===== src/rtl/mem_stage.sv =====
// mem_stage: fourth stage of the cqu_mips pipeline, between execute and writeback.
//
// Captures the execute stage's registered outputs whenever the stage is not
// stalled, issues loads/stores on an SRAM-style req/addr_ok/data_ok bus,
// aligns and extends load data, checks address alignment and presents the
// write-back value to writeback.
//
// Ports
//   clk, rstn                 clock, asynchronous active-low reset
//   flush                     discard the instruction in this stage
//   exe_valid .. pc           execute stage outputs (captured when !mem_stall)
//   data_req .. data_wstrb    bus request side (driven only in REQ)
//   data_addr_ok, data_data_ok, data_rdata   bus response side
//   mem_stall                 hold execute and everything upstream
//   mem_valid, wb_result, wb_reg, wb_reg_write   write-back outputs
//   adel, ades, bad_vaddr     alignment exceptions
//   pc_out                    PC of the last completed instruction
module mem_stage #(
    parameter bit ALIGN_CHECK = 1'b1
) (
    input  logic        clk,
    input  logic        rstn,
    input  logic        flush,
    input  logic        exe_valid,
    input  logic [31:0] alu_result,
    input  logic [31:0] store_data,
    input  logic [4:0]  write_reg,
    input  logic        reg_write,
    input  logic        mem_to_reg,
    input  logic        mem_read,
    input  logic        mem_write,
    input  logic [31:0] inst,
    input  logic [31:0] pc,
    output logic        data_req,
    output logic        data_wr,
    output logic [1:0]  data_size,
    output logic [31:0] data_addr,
    output logic [31:0] data_wdata,
    output logic [3:0]  data_wstrb,
    input  logic        data_addr_ok,
    input  logic        data_data_ok,
    input  logic [31:0] data_rdata,
    output logic        mem_stall,
    output logic        mem_valid,
    output logic [31:0] wb_result,
    output logic [4:0]  wb_reg,
    output logic        wb_reg_write,
    output logic        adel,
    output logic        ades,
    output logic [31:0] bad_vaddr,
    output logic [31:0] pc_out
);

    localparam logic [1:0] IDLE = 2'd0;
    localparam logic [1:0] REQ  = 2'd1;
    localparam logic [1:0] WAIT = 2'd2;

    // Select the addressed byte/half of a load word and extend it.
    function automatic logic [31:0] load_align(input logic [31:0] word,
                                               input logic [1:0]  lane,
                                               input logic [1:0]  size,
                                               input logic        uns);
        logic [7:0]  b;
        logic [15:0] h;
        b = word[{lane, 3'b000} +: 8];
        h = lane[1] ? word[31:16] : word[15:0];
        case (size)
            2'd0:    load_align = uns ? {24'h0, b} : {{24{b[7]}}, b};
            2'd1:    load_align = uns ? {16'h0, h} : {{16{h[15]}}, h};
            default: load_align = word;
        endcase
    endfunction

    logic [1:0]  state;
    logic        vld_p0;
    logic        kill_p0;
    logic [31:0] addr_p0;
    logic [31:0] sdata_p0;
    logic [31:0] pc_p0;
    logic [5:0]  op_p0;
    logic [4:0]  reg_p0;
    logic        reg_write_p0;
    logic        mem_to_reg_p0;
    logic        mem_read_p0;
    logic        mem_write_p0;

    logic [1:0]  size_p0;
    logic        misalign_p0;
    logic        fault_p0;
    logic        go_mem;
    logic        in_req;
    logic        complete;
    logic        discard;
    logic [3:0]  wstrb_c;
    logic [31:0] wdata_c;
    logic        unused_inst;

    assign unused_inst = ^inst[25:0];

    // ---- stage p0: captured execute outputs (data only, no reset needed) ----
    always_ff @(posedge clk) begin
        if (!mem_stall) begin
            addr_p0       <= alu_result;
            sdata_p0      <= store_data;
            pc_p0         <= pc;
            op_p0         <= inst[31:26];
            reg_p0        <= write_reg;
            reg_write_p0  <= reg_write;
            mem_to_reg_p0 <= mem_to_reg;
            mem_read_p0   <= mem_read;
            mem_write_p0  <= mem_write;
        end
    end

    // Access size from opcode low bits: x00 byte, x01 half, x11 word.
    always_comb begin
        case (op_p0[1:0])
            2'b00:   size_p0 = 2'd0;
            2'b01:   size_p0 = 2'd1;
            default: size_p0 = 2'd2;
        endcase
    end

    assign misalign_p0 = ((size_p0 == 2'd1) & addr_p0[0]) |
                         ((size_p0 == 2'd2) & (|addr_p0[1:0]));
    assign fault_p0    = ALIGN_CHECK && vld_p0 && (mem_read_p0 || mem_write_p0) && misalign_p0;
    assign go_mem      = vld_p0 && (mem_read_p0 || mem_write_p0) && !fault_p0;
    assign in_req      = (state == REQ);
    assign complete    = (in_req && data_addr_ok && data_data_ok) ||
                         ((state == WAIT) && data_data_ok);
    assign discard     = kill_p0 || flush;

    assign mem_stall = in_req || ((state == WAIT) && !data_data_ok) ||
                       ((state == IDLE) && go_mem);

    always_comb begin
        wstrb_c = 4'b0000;
        wdata_c = sdata_p0;
        case (size_p0)
            2'd0: begin
                wstrb_c = 4'b0001 << addr_p0[1:0];
                wdata_c = {4{sdata_p0[7:0]}};
            end
            2'd1: begin
                wstrb_c = addr_p0[1] ? 4'b1100 : 4'b0011;
                wdata_c = {2{sdata_p0[15:0]}};
            end
            default: wstrb_c = 4'b1111;
        endcase
        if (!mem_write_p0) wstrb_c = 4'b0000;
    end

    // Bus outputs are forced to zero outside REQ so reset and idle look clean.
    assign data_req   = in_req;
    assign data_wr    = in_req & mem_write_p0;
    assign data_size  = in_req ? size_p0 : 2'd0;
    assign data_addr  = in_req ? addr_p0 : 32'h0;
    assign data_wdata = in_req ? wdata_c : 32'h0;
    assign data_wstrb = in_req ? wstrb_c : 4'b0000;

    // ---- stage p1: control state and registered write-back outputs ----
    always_ff @(posedge clk or negedge rstn) begin
        if (!rstn) begin
            state        <= IDLE;
            vld_p0       <= 1'b0;
            kill_p0      <= 1'b0;
            mem_valid    <= 1'b0;
            wb_result    <= 32'h0;
            wb_reg       <= 5'd0;
            wb_reg_write <= 1'b0;
            adel         <= 1'b0;
            ades         <= 1'b0;
            bad_vaddr    <= 32'h0;
            pc_out       <= 32'h0;
        end else begin
            mem_valid    <= 1'b0;
            wb_reg_write <= 1'b0;
            adel         <= 1'b0;
            ades         <= 1'b0;

            if (!mem_stall) begin
                vld_p0  <= exe_valid & ~flush;
                kill_p0 <= 1'b0;
            end

            case (state)
                IDLE: begin
                    if (vld_p0 && !flush) begin
                        if (go_mem) begin
                            state <= REQ;
                        end else begin
                            mem_valid    <= 1'b1;
                            wb_result    <= addr_p0;
                            wb_reg       <= reg_p0;
                            wb_reg_write <= reg_write_p0 & ~mem_write_p0 & ~fault_p0;
                            adel         <= fault_p0 & mem_read_p0;
                            ades         <= fault_p0 & mem_write_p0;
                            pc_out       <= pc_p0;
                            if (fault_p0) bad_vaddr <= addr_p0;
                        end
                    end else if (go_mem) begin
                        // Flushed while stalled: nothing new is captured, so drop it here.
                        vld_p0 <= 1'b0;
                    end
                end
                REQ: begin
                    if (data_addr_ok) begin
                        if (data_data_ok) begin
                            state  <= IDLE;
                            vld_p0 <= 1'b0;
                        end else begin
                            state <= WAIT;
                            if (flush) kill_p0 <= 1'b1;
                        end
                    end else if (flush) begin
                        state  <= IDLE;
                        vld_p0 <= 1'b0;
                    end
                end
                WAIT: begin
                    if (data_data_ok) state <= IDLE;
                    else if (flush) kill_p0 <= 1'b1;
                end
                default: state <= IDLE;
            endcase

            // An accepted transaction always drains; a flushed one is simply not reported.
            if (complete && !discard) begin
                mem_valid    <= 1'b1;
                wb_result    <= mem_to_reg_p0 ?
                                load_align(data_rdata, addr_p0[1:0], size_p0, op_p0[2]) :
                                addr_p0;
                wb_reg       <= reg_p0;
                wb_reg_write <= reg_write_p0 & ~mem_write_p0;
                pc_out       <= pc_p0;
            end
        end
    end

endmodule


===== config.mk =====
export PLATFORM = sky130hd
export DESIGN_NAME = mem_stage
export DESIGN_NICKNAME = d
export VERILOG_FILES = /design/src/rtl/mem_stage.sv
export SDC_FILE = /design/constraint.sdc
export NUM_CORES = 1
export LEC_CHECK = 0
export BUFFER_PORTS_ARGS = -buffer_cell sky130_fd_sc_hd__buf_2
export CAP_MARGIN = 20
export CORE_MARGIN = 10
export CORE_UTILIZATION = 38
export CTS_CLUSTER_SIZE = 16
export DETAILED_ROUTE_END_ITERATION = 10
export GPL_ROUTABILITY_DRIVEN = 0
export GPL_TIMING_DRIVEN = 0
export SLEW_MARGIN = 20
export SYNTH_ARGS = -nofsm -noshare
export SYNTH_HDL_FRONTEND = slang
export SYNTH_SLANG_ARGS = --single-unit

===== constraint.sdc =====
create_clock -name clk -period 9 [get_ports clk]
set_input_delay 0.45 -clock clk [delete_from_list [all_inputs] [get_ports clk]]
set_output_delay 0.45 -clock clk [all_outputs]
set_load 0.05 [all_outputs]

==> impl_metrics.ini, run 1 <==
[status]
outcome = complete, no violations

[drt]
dr.pass1.iters = 5
drtIter0Drc = 436
wl_per_cell_um = 22.31
drtAntennaViolNets = 0
routed_wl_um = 30950
vias_per_cell = 5.128
drc = 0
vias = 7112

[yosys]
yosysUniqueCellTypes = 62
synth_xor_area_share_pct = 0
synth-edff-count = 108
yosys.area_share.simple_pct = 9.581
synthFlopType = dfrtp_1
ys_seq_elements = 217
async_flop_share_pct = 50.23
synthCells = 683
ys_seq_area_share_pct = 63.32
syn_area_per_cell_sq_um = 13.81
synth_top_family_by_area = multiplexers
yosysWarnings = 0
synth_mux_area_share_pct = 12.67
syn_nets = 861
syn_area_sq_um = 9429
synth_fa_ha_area_share_pct = 0.3981
synth_compound_area_share_pct = 9.740

[sta]
drv_slew = 0
hold_viol_final = 0
max_freq_mhz = 266.3
fin_crit_ns = 3.756
whs_ns = 0.09982
tns_ns = 0
skew_ns = 0.009015
maxSlewHeadroom_pct = 54.01
tightest_slew_ns = 0.6898
rsz0062_at_grt = no
setup_viol = 0
finalCritPeriodShare_pct = 41.73

[placed_design]
port_buffers = 323
hpwl_um = 23950

[die]
core-area_sq_um = 24390
rows = 57
fp.dieW_um = 177.5
initial_core_util_pct = 38.66
die_area_sq_um = 31510
ioPinCount = 353
die_h_um = 177.5

[global_routing]
track_usage_pct = 18.81
grt_max_degree = 60
grt_overflow = 0
grt_pass1_wl_um = 45910
antenna_found_initial = 4
grt_pass1_vias = 7450

[clock_network]
cts_tree = built
cts_buffers = 25
post_cts_buffers = 0
cts_sinks = 217
insertion_delay_ns = 0.52
cts.path.max_buffers = 3
clk_pin_slew_ns = 0.06
clockRootBuffer = clkbuf_16
cts_resized = 0
htreeDepth = 1

[power_and_ir_drop]
p_leak_nw = 5.966
pwr-share-seq_pct = 31.6
power.switching_mw = 2.695
clock_power_share_pct = 18.2
switching_share_pct = 46.26
peakVddDrop_uv = 250.3
combPwrFrac_pct = 50.3
p_per_area_nw_per_um2 = 463.8
p_int_mw = 3.131

[worst_setup_path]
crit_type = register to output port
critPathRequiredTime_ns = 8.55
crit_fanout = 20
worstSetupStartpointType = register
cp.arrival_ns = 3.31
endpoint_kind = output port

[final_layout]
layout-drive-gt1-share_pct = 44.34
nNetsFinal = 1219
area_growth_pct = 33.21

[min_path]
hp-class = input port to register

[job]
drv_cap = 0
==> repair_timing <==
| action | in CTS | in global routing |
|---|---|---|
| endpoints found under the setup margin | 0 | 0 |
| hold buffers | 1 | 0 |
| hold endpoints to repair | 50 | 0 |
==> area by class of cell <==
cell class,count,area [sq um]
plain buffers,45,281.5
clock inverters,10,126.4
fillers,2197,11830
flip-flops and latches,217,5971
diodes,3,7.507
well taps,324,405.4
multi-input cells,389,3073
clock buffers,36,748.2
repair buffers,331,1826
inverters,32,122.6
==> cell families after synthesis <==
kind of cell,count (synthesis)
AOI/OAI and AO/OA,116
and+or+nand+nor,170
DFF,217
adders and majority gates,3
buffers and inverters,77
muxes,100
==> power by group through the flow <==
stage | logic [mW] | registers [mW] | clock network (mW)
finish | 2.93 | 1.84 | 1.06
global route | 3.10 | 1.89 | 1.12
CTS | 2.96 | 1.84 | 1.09
detailed placement | 2.96 | 1.85 | 0
global placement | 2.79 | 1.92 | 0
floorplan | 1.29 | 2.63 | 0
==> per-stage QoR <==
| step | utilization, % | instance area (sq um) | power (mW) | setup WS (ns) | cells |
|---|---|---|---|---|---|
| after global placement | 46.98 | 11460 | 4.708 | 1.991 | 1330 |
| after CTS | 51.47 | 12550 | 5.891 | 5.141 | 1384 |
| after floorplan | - | 9437 | 3.919 | 2.870 | 683 |
| final | 51.50 | 12560 | 5.826 | 5.244 | 1387 |
| after global routing | 51.48 | 12560 | 6.111 | 4.994 | 1385 |
| after detailed placement | 47.84 | 11670 | 4.807 | 5.717 | 1337 |
==> critical path, stage by stage (launching register included) <==
cell,delay [ns]
dfrtp_1,0.37
inv_1,0.07
ha_1,0.23
clkbuf_1,0.30
or2_2,0.41
a41oi_4,0.55
buf_16,0.23
buf_16,0.17
buf_16,0.17
inv_1,0.05
buf_2,0.20
==> cell usage in the layout, fill, tap and decap left out, types with 19 or more instances in the layout <==
cell / count
clkbuf_1: 23
mux2_4: 21
edfxtp_1: 108
nor2_1: 27
buf_2: 331
dfrtp_1: 109
and2_1: 44
mux2_2: 46
nand2_1: 43
clkbuf_16: 26
inv_1: 30
mux2i_1: 26
a31oi_1: 19
nand3_1: 19
==> cell usage after synthesis, types with 16 or more instances <==
library cell	n	area share, %
dfrtp_1	109	29
edfxtp_1	108	34
a31oi_1	19	1.3
nor2_1	27	1.1
mux2_4	21	3.3
o221ai_1	16	1.5
mux2i_1	26	2.8
clkbuf_1	19	0.76
nand2_1	43	1.7
inv_1	30	1.2
and2_1	44	2.9
nand3_1	19	1.0
mux2_2	46	5.5
==> layer usage <==
metal	vias to the layer above	GRT usage, %	routed length [um]
met5	-	0	17
met4	2	3.647	546
met3	37	6.332	3229
met2	346	32.07	14820
met1	3482	22.80	12340
li1	3245	-	-
==> path summary, 6_finish.rpt <==
kind,end,slack (ns),cells past startpoint,from
min reg2reg,pc_out[14],0.47,1,pc_p0[14]
min,sdata_p0[10],0.1,1,store_data[10]
max,mem_stall,5.24,10,state[1]
max reg2reg,pc_p0[29],6.02,9,state[1]
min in group asynchronous,state[0],0.45,2,rstn
max in group asynchronous,pc_out[4],7.83,3,rstn
Power figures use the tool's default switching activity.
==> run 2, diff against run 1 <==
PLACE_DENSITY = 0.67   (was default)
clock period = 3.3 ns   (was 9 ns; I/O delays follow)
==> run 2 against run 1 <==
Sequential cell count is the same. First-iteration DRC count rose by 36%. Final cell count increased by 8.3%. Via count is 7.3% higher. Critical path type unchanged. Critical endpoint is now data_addr[29]. Largest power group unchanged.
==> impl_metrics.ini, run 2 (synthesis gave the netlist of run 1 again) <==
[sta]
tightest_slew_ns = 0.8547
setup_viol = 0
maxSlewHeadroom_pct = 42.84
fin_crit_ns = 3.055
rsz0062_at_grt = no
drv_slew = 0
hold_viol_final = 0
max_freq_mhz = 327.4
tns_ns = 0
finalCritPeriodShare_pct = 92.57
skew_ns = 0.009891

[worst_setup_path]
cp.arrival_ns = 2.89
critPathSlowestCell = clkbuf_1
slowest_delay_ns = 0.50
path_delay_family = buffers and inverters
crit_type = register to output port
endpoint_kind = output port
crit_chain = inv_2 > ha_4 > clkbuf_8 > clkbuf_1 > clkbuf_1 > and2_1 > buf_2
crit_fanout = 10
critPathRequiredTime_ns = 3.13
regToRegStartpoint = state[0]
worst-path-buf-inv = 5
crit_start = state[1]
path_common_cell = clkbuf_1
worstSetupStartpointType = register

[global_routing]
use_met1_pct = 23.86
grt_pass1_wl_um = 49330
track_usage_pct = 20.26
grt_overflow = 0
grt_most_used_layer = met2
grtUsageMet3_pct = 5.652
antenna_found_initial = 4
use_met2_pct = 34.81
grt_max_degree = 63
grt_pass1_vias = 8164

[final_layout]
fin_util_pct = 56.15
layout_common_cells = 331 x buf_2, 116 x dlygate4sd3_1, 109 x dfrtp_1, 108 x edfxtp_1, 46 x mux2_2
layout-drive-gt1-share_pct = 40.37
nNetsFinal = 1334
final_common_cell = buf_2
fill_cells = 2036
area_growth_pct = 45.25

[clock_network]
htreeDepth = 1
cts_buffers = 25
clockRootBuffer = clkbuf_16
cts.path.max_buffers = 3
cts_sinks = 217
clk_pin_slew_ns = 0.06
cts_tree = built
post_cts_buffers = 0
insertion_delay_ns = 0.52

[placed_design]
hpwl_um = 24400
port_buffers = 323

[power_and_ir_drop]
peakVddDrop_uv = 660.7
p_total_mw = 16.00
p_leak_nw = 6.426
p_per_area_nw_per_um2 = 1168

[drt]
drc = 0
vias = 7630
wl_per_cell_um = 22.23
drtIter0Drc = 593
routed_wl_um = 33390
vias_per_cell = 5.080
dr.pass1.iters = 5
drtAntennaViolNets = 0

[die]
die_area_sq_um = 31510
initial_core_util_pct = 38.66
rows = 57
core-area_sq_um = 24390
fp.dieW_um = 177.5
ioPinCount = 353
die_h_um = 177.5

[status]
outcome = complete, no violations

[min_path]
hold_start = flush
hp-class = input port to register

[job]
drv_cap = 0
run 2: what timing repair did:
action / CTS / global route
hold buffers: 116 / 0
resized for setup: 0 / 0
endpoints found under the hold margin: 162 / 0
run 2: layout make-up:
type,instances,area (sq um),share of cell area (%)
clock inverter,8,93.84,0.6852
tap,324,405.4,2.960
multi-input combinational,389,3093,22.58
timing repair buffer,446,2977,21.73
sequential,217,5971,43.60
buffer,45,291.5,2.129
clock buffer,37,732.0,5.344
inverter,32,122.6,0.8953
antenna,4,10.01,0.07309
run 2: per-stage QoR:
step | area [sq um] | std cells | worst slack [ns] | hold WS (ns)
global placement | 11500 | 1330 | -1.445 | 0.3411
detailed placement | 11700 | 1337 | 0.6134 | 0.1478
floorplan | 9478 | 683 | -0.7788 | -0.1306
global route | 13690 | 1500 | 0.1491 | 0.03094
finish | 13700 | 1502 | 0.2453 | 0.01873
CTS | 13690 | 1498 | 0.2816 | 0.0004920
run 2: layer usage:
metal	vias up	share of wire [%]
met4	0	3.6
met3	71	7.9
met2	319	49
met1	3773	39
met5	-	0
li1	3467	-
run 2: final timing paths:
kind                                 end  slack [ns]  cells after the start
setup reg to reg             addr_p0[19]        0.62                      8
min in group asynchronous     pc_out[26]        0.18                      2
hold / removal                   kill_p0        0.02                      3
hold reg to reg               pc_out[21]        0.47                      1
setup / recovery           data_addr[29]        0.25                      7
max in group asynchronous  wb_result[28]        2.41                      3
run 2: power breakdown:
group | internal, mW | switching (mW)
Clock | 1.69 | 1.09
Combinational | 2.50 | 5.69
Sequential | 4.35 | 0.687
run 2: tightest hold or removal path, cell delays in order:
cell and delay (ns):
buf_2 0.15, nand4b_1 0.09, o21ai_0 0.08
